==> src/rtl/code_sender.sv <==
// Colour-code lock transmitter: sends Start plus GROUPS colour groups, samples U, reports via Go/Busy/Done.
// Optional brute-force sweep of the code space is enabled with `define CODE_SWEEP_EN.
module code_sender #(
    parameter int GROUPS = 4
) (
    input  logic                  Clk,
    input  logic                  Rst,
    input  logic                  Go,
    input  logic [3*GROUPS-1:0]   Code,
`ifdef CODE_SWEEP_EN
    input  logic                  Sweep,
    output logic [3*GROUPS-1:0]   Found_Code,
`endif
    output logic                  Busy,
    output logic                  Done,
    output logic                  Match,
    output logic                  Start,
    output logic                  Red,
    output logic                  Green,
    output logic                  Blue,
    output logic                  DetRst,
    input  logic                  U
);

    localparam int CW = 3 * GROUPS;
    localparam int GW = (GROUPS > 1) ? $clog2(GROUPS) : 1;

    typedef enum logic [1:0] {IDLE, START, GRP, CHECK} state_t;

    state_t        state;
    logic [GW-1:0] grp;
    logic [CW-1:0] shreg;
`ifdef CODE_SWEEP_EN
    logic          sweep_q;
    logic [CW-1:0] cnt;
`endif

    always_ff @(posedge Clk) begin
        if (Rst) begin
            state  <= IDLE;
            grp    <= '0;
            shreg  <= '0;
            Busy   <= 1'b0;
            Done   <= 1'b0;
            Match  <= 1'b0;
            Start  <= 1'b0;
            Red    <= 1'b0;
            Green  <= 1'b0;
            Blue   <= 1'b0;
            DetRst <= 1'b1;
`ifdef CODE_SWEEP_EN
            sweep_q    <= 1'b0;
            cnt        <= '0;
            Found_Code <= '0;
`endif
        end else begin
            Done <= 1'b0;
            case (state)
                IDLE: begin
                    if (Go) begin
`ifdef CODE_SWEEP_EN
                        sweep_q <= Sweep;
                        cnt     <= '0;
                        shreg   <= Sweep ? '0 : Code;
`else
                        shreg   <= Code;
`endif
                        Match  <= 1'b0;
                        Busy   <= 1'b1;
                        Start  <= 1'b1;
                        DetRst <= 1'b0;
                        state  <= START;
                    end
                end
                START: begin
                    // shreg holds the remaining groups, lowest group in bits [2:0]
                    Start               <= 1'b0;
                    {Red, Green, Blue}  <= shreg[2:0];
                    shreg               <= shreg >> 3;
                    grp                 <= '0;
                    state               <= GRP;
                end
                GRP: begin
                    if (grp == GW'(GROUPS - 1)) begin
                        {Red, Green, Blue} <= 3'b000;
                        DetRst             <= 1'b1;
                        state              <= CHECK;
                    end else begin
                        {Red, Green, Blue} <= shreg[2:0];
                        shreg              <= shreg >> 3;
                        grp                <= grp + 1'b1;
                    end
                end
                CHECK: begin
`ifdef CODE_SWEEP_EN
                    if (sweep_q && !U && cnt != '1) begin
                        cnt    <= cnt + 1'b1;
                        shreg  <= cnt + 1'b1;
                        Start  <= 1'b1;
                        DetRst <= 1'b0;
                        state  <= START;
                    end else begin
                        Done  <= 1'b1;
                        Busy  <= 1'b0;
                        Match <= U;
                        state <= IDLE;
                        if (sweep_q) Found_Code <= U ? cnt : '0;
                    end
`else
                    Done  <= 1'b1;
                    Busy  <= 1'b0;
                    Match <= U;
                    state <= IDLE;
`endif
                end
                default: state <= IDLE;
            endcase
        end
    end

endmodule

==> config.mk <==
export PLATFORM = sky130hd
export DESIGN_NAME = code_sender
export DESIGN_NICKNAME = d
export VERILOG_FILES = /design/src/rtl/code_sender.sv
export SDC_FILE = /design/constraint.sdc
export NUM_CORES = 1
export LEC_CHECK = 0
export CORE_ASPECT_RATIO = 0.6
export CORE_MARGIN = 2
export CORE_UTILIZATION = 40
export DETAILED_ROUTE_END_ITERATION = 8
export PLACE_DENSITY = 0.67
export SYNTH_ARGS = -nofsm -noshare
export SYNTH_HDL_FRONTEND = slang
export SYNTH_SLANG_ARGS = --single-unit
==> constraint.sdc <==
create_clock -name Clk -period 3.1 [get_ports Clk]
set_clock_uncertainty 0.1 [all_clocks]
set_input_delay 0.775 -clock Clk [delete_from_list [all_inputs] [get_ports Clk]]
set_output_delay 0.775 -clock Clk [all_outputs]
set_load 0.05 [all_outputs]
== Word level (Yosys, flattened, before mapping) ==
Index checks and enable logic that the tools add are counted.

* Bits in registers: 24
* Bits of input ports: 16
* Output and inout port bits: 8
* Word-level logic and storage cells: 53

* Add/subtract/negate cells: 1
* Equality and inequality tests: 7
* Mux-type cells: 22
* Reduce and logical (&&, ||, !) cells: 12

{| class="wikitable"
|+ Operator list
! cell !! count
|-
| 12-bit case mux with 3 select lines || 1
|-
| 12-bit 2-to-1 mux || 2
|-
| 1-bit case mux with 2 select lines || 7
|-
| 2-bit case mux with 4 select lines || 1
|-
| 2-bit AND reduction || 4
|-
| 2-bit nonzero test || 4
|-
| 1-bit 2-to-1 mux || 7
|-
| 2-bit == test, second input constant || 3
|-
| 2-bit 2-to-1 mux || 3
|-
| 2-bit != test, second input constant || 3
|-
| 3-bit AND reduction || 2
|-
| 2-bit case mux with 2 select lines || 1
|-
| 3-bit nonzero test || 1
|-
| 2-bit by 1-bit adder with 2-bit output, second input constant || 1
|-
| 2-bit by 1-bit == test with 1-bit output, second input constant || 1
|-
| 2-bit logical NOT || 1
|}

== Depth between registers and ports, before layout ==
* Word-level depth: 3
* Gate-level depth with buffers: 7
* Gate-level depth less buffers: 5

== Worst setup path before layout ==
No wires, ideal clock.

* Kind: input to register
* Start: input port Go
* End: register state[0]
* Library setup time: 128 ps
* Arrival: 1335 ps
* Data required time: 2872 ps
* Path slack: 1536 ps
* Cell stages on the path: 5
* Path buffers: 2
* Cells stage by stage: nand2b_1 > buf_6 > buf_12 > a21oi_1 > nor3_1

* Longest elaborated chain between the ends: 2

{| class="wikitable"
|+ RTL lines
! item !! RTL line !! text
|-
| from (decl) || 8 || <nowiki>input logic Go,</nowiki>
|-
| 2-bit != test (no source line) || -- ||
|-
| 2-bit AND reduction (no source line) || -- ||
|-
| to (signal assigned) || 40 || <nowiki>state <= IDLE;</nowiki>
|-
| to (signal assigned) || 72 || <nowiki>state <= START;</nowiki>
|-
| to (signal assigned) || 81 || <nowiki>state <= GRP;</nowiki>
|-
| to (decl) || 30 || <nowiki>state_t state;</nowiki>
|}

Every way passes these cells.
A chain may end at the register's enable or synchronous reset.

== Worst setup path after layout ==
* Start: register DetRst
* End: output port DetRst

{| class="wikitable"
|+ RTL lines
! item !! RTL line !! text
|-
| from (decl) || 21 || <nowiki>output logic DetRst,</nowiki>
|-
| from (signal assigned) || 50 || <nowiki>DetRst <= 1'b1;</nowiki>
|-
| from (signal assigned) || 71 || <nowiki>DetRst <= 1'b0;</nowiki>
|-
| from (signal assigned) || 86 || <nowiki>DetRst <= 1'b1;</nowiki>
|}

No word-level cell between the ends.

==> metrics list <==
* Outcome: complete, no violations
- Entering global routing, the biggest net connects 26 pins.
- Avg Inst Size Synth: between 9 and 10 µm²
* Distinct cells, synth: 24
* Via count of the first global-routing pass: 980
- After the last flow step, the layout net total stands at roughly 180.
* Arr. time, crit path: between 1 and 1.5 ns
- After routing, the total negative slack on setup checks comes to 0 ns.
- Number of buffer cells added on primary ports: 23
- Worst-Margin Slew: about 0.74 ns
- The routed design could run at a clock period as short as about 2.3 ns.
- The later pin in the worst-skew pair is clocked with a latency of ~0.26 ns.
* Number of nets still failing antenna checks after routing: 0
- Worst relative slew slack: about half
- Number of failing setup endpoints in the final timing report: 0
* Fillcell total: between 200 and 300
- GR Overflow Total: 0
* Most frequently used cell type in the post-synthesis netlist: sky130_fd_sc_hd__dfxtp_1
- Portion of the clock cycle consumed by the worst path in the final layout: approximately three quarters
- Along the worst hold path, the cell count comes to 2.
* Die area: 3700 µm²
- The initial utilization of the core area, before any placement, comes to between 40% and 50%.
- Count of flip-flops with a built-in enable after synthesis: 0
- Max_cap viols: 0
- The first global-routing pass estimated 4620 µm of wire.
- When the netlist entered floorplanning its net count stood at about 150.
* Area contributors post-synth: sky130_fd_sc_hd__dfxtp_1 37%, sky130_fd_sc_hd__a211oi_2 8.7%, sky130_fd_sc_hd__ha_1 7.8%
* Combinational cell fraction of total power: between 50% and 60%
* Number of antenna repair diodes: 0
- P_leak: ~0.57 nW
* Fraction of final layout cells sized beyond drive strength 1: ~17%
* Avg WL per Cell: between 10 and 15 µm
- Clock tree from TritonCTS: yes
* WS Path Type: flip-flop to primary output
- Crit path cell chain: clkdlybuf4s50_1
- The clock passes through at most 2 buffers.
- Summing internal, switching and leakage power gives roughly 0.0016 W.
- The Yosys step of the flow raised 0 warnings.
- Setup repair after global routing left no endpoint under its margin.
- On the worst path, the slowest cell contributes a delay of 0.82 ns.
* Number of sinks on the clock net: 24
- CP max-delay cell: sky130_fd_sc_hd__clkdlybuf4s50_1
- Top delay family on crit path: buffers and inverters
- The number of hold buffers added after CTS was 0.
* Number of antenna violations at the first check in global routing: 0
- HPWL Detailed: around 2000 µm
* Post-CTS sizing: 0
- Beginning of the critical path: DetRst
* Final cell area excluding filler cells: approximately 1600 µm²
- Hold Vio Cnt, Final: 0
* Largest fanout on the critical path: 2
- Placer Congestion: 0.780
- Average vias per placed instance: about 5.3
- Wirelength, routed: between 2000 and 3000 µm
- P per Cell Area: 1040 nW/µm²
- Sequential fraction of design power: around 30%
* Number of iterations in the first detailed-routing pass: 4
- Of the total power, the share spent switching nets is between 40% and 50%.
- For this design the top-level I/O count stands at 24.
* Post-synthesis cell type with the largest combined area: sky130_fd_sc_hd__dfxtp_1
* Worst min-delay path class: flip-flop to flip-flop
- Int Power: slightly above 0.0009 W
- The area growth from synthesis to layout is 20.8%.
* Most numerous cell types in the synthesized netlist: 24 x sky130_fd_sc_hd__dfxtp_1, 15 x sky130_fd_sc_hd__a21oi_1, 10 x sky130_fd_sc_hd__mux2i_1
- The startpoint identified for the worst register-to-register timing path is state[0].
- The number of cells on the worst reg-to-reg path is 5.
- The clock network is responsible for around 11% of the overall power.
- Area of placed instances: 1510 µm²
- Clock-pin slew was measured on the worst setup and hold paths at about 0.08 ns.
- Primary flip-flop cell chosen by synthesis mapping: sky130_fd_sc_hd__dfxtp_1
* Sort of element at the end of the critical path: primary output
- Flop2flop setup slack: 1.09 ns
- The first routing iteration left 64 violations.
* Flop and latch count out of synthesis: 24
- CTS built an H-tree with a depth of 1.
- Root buffer cell: sky130_fd_sc_hd__clkbuf_8
- Width of the die: 77.2 µm
* Die Y-Extent: ~48 µm
- Worst voltage drop across the vdd grid: between 0.4 and 0.5 mV
- Derived from the worst setup path, the maximum achievable clock frequency is about 430 MHz.
* Yosys top cell area share: a little under two fifths
- After detailed routing, the number of remaining DRC violations is 0.
- Area of the mapped netlist: ~1300 µm²
- The final number of max-transition violations came to 0.
- Endpoint of the worst register-to-register path: shreg[2]
- In this run, CTS created clock tree buffers numbering 3.
- Fraction of registers with async set/reset: 0%
* Endpoint required time on the critical path: 2.22 ns
- The worst path meets setup with around 0.79 ns of slack.
- Critical path launch point type: flip-flop
- Gr usage total: between 10% and 20%
- The share of the Yosys chip area taken by registers is between 30% and 40%.
* Number of cells produced by synthesis: between 100 and 150
* Post-CTS setup buffer count: 0
* Placement row count: 15
- Critical path buffers and inverters: 1
* Switching power total: a little over 0.0007 W
- Via count of the routed design: between 1,000 and 1,500
- Final Util: 52.4%
* Area of the core: 2970 µm²
- Following the worst setup path forward leads to its endpoint at DetRst.
- Path length in cells of the critical path: 1
* Placement-stage worst setup slack: 0.918 ns
[metrics by stage]
| step | cells | hold WS (ns) |
|---|---|---|
| 2_1_floorplan | 129 | 0.349 |
| 3_5_place_dp | 188 | 0.359 |
| 5_1_grt | 191 | 0.394 |
| 4_1_cts | 191 | 0.372 |
| 6_report | 191 | 0.368 |
| 3_3_place_gp | 188 | 0.355 |
[flip-flops by register name, indices dropped and copies added (netlist names)]
register and count:
Blue 1, Busy 1, DetRst 1, Done 1
Green 1, Match 1, Red 1, Start 1
grp 2, shreg 12, state 2
[layout make-up]
class	count	area [µm²]	area share [%]
clock buffer	3	41.3	2.65
multi-input combinational	92	713	45.9
sequential	24	480	30.9
tap	42	52.6	3.38
timing repair buffer	26	253	16.3
inverter	4	15.0	0.965
[power groups by stage]
stage               sequential, W  combinational [W]  clock [W]
finish                   0.000496           0.000942   0.000182
global route             0.000513            0.00102   0.000202
CTS                      0.000496           0.000943   0.000188
detailed placement       0.000502           0.000938          0
global placement         0.000497           0.000911          0
floorplan                0.000585           0.000699          0
[cell families (layout without fill, tap and decap cells)]
group	count (synthesis)	count (layout)	share of synthesized area, %
AND/OR/NAND/NOR	31	31	14.7
multiplexers	10	10	7.77
flip-flops	24	24	37.3
adder cells (fa/ha/maj)	8	8	7.77
buffers and inverters	13	33	7.29
AO/OA/AOI/OAI	43	43	25.2
[metal layers]
layer	up-vias	GRT usage [%]	wire length (µm)
met3	0	4.15	109
li1	500	-	-
met1	483	21.9	1480
met2	29	27.1	1120
met4	0	2.14	0
met5	-	0	0
[placed cells by master, fill, tap and decap left out, types with 3 or more instances in the layout]
cell                              count
sky130_fd_sc_hd__dfxtp_1             24
sky130_fd_sc_hd__clkdlybuf4s50_1     23
sky130_fd_sc_hd__a21oi_1             15
sky130_fd_sc_hd__mux2i_1             10
sky130_fd_sc_hd__a211oi_2             9
sky130_fd_sc_hd__nand3_1              9
sky130_fd_sc_hd__a21oi_2              8
sky130_fd_sc_hd__ha_1                 8
sky130_fd_sc_hd__nand2b_1             7
sky130_fd_sc_hd__o21ai_0              7
sky130_fd_sc_hd__inv_1                4
sky130_fd_sc_hd__nor2b_1              4
sky130_fd_sc_hd__nor2_1               4
sky130_fd_sc_hd__nand4b_1             3
sky130_fd_sc_hd__clkbuf_8             3
sky130_fd_sc_hd__buf_4                3
[worst min path at each step]
stage          slack, ns       from   endpoint
2_1_floorplan       0.35  shreg[10]  shreg[10]
3_3_place_gp        0.36       Blue       Blue
3_5_place_dp        0.36        Red        Red
4_1_cts             0.37        Red        Red
5_1_grt             0.39        Red        Red
6_report            0.37        Red        Red
(Power assumes the default switching activity.)
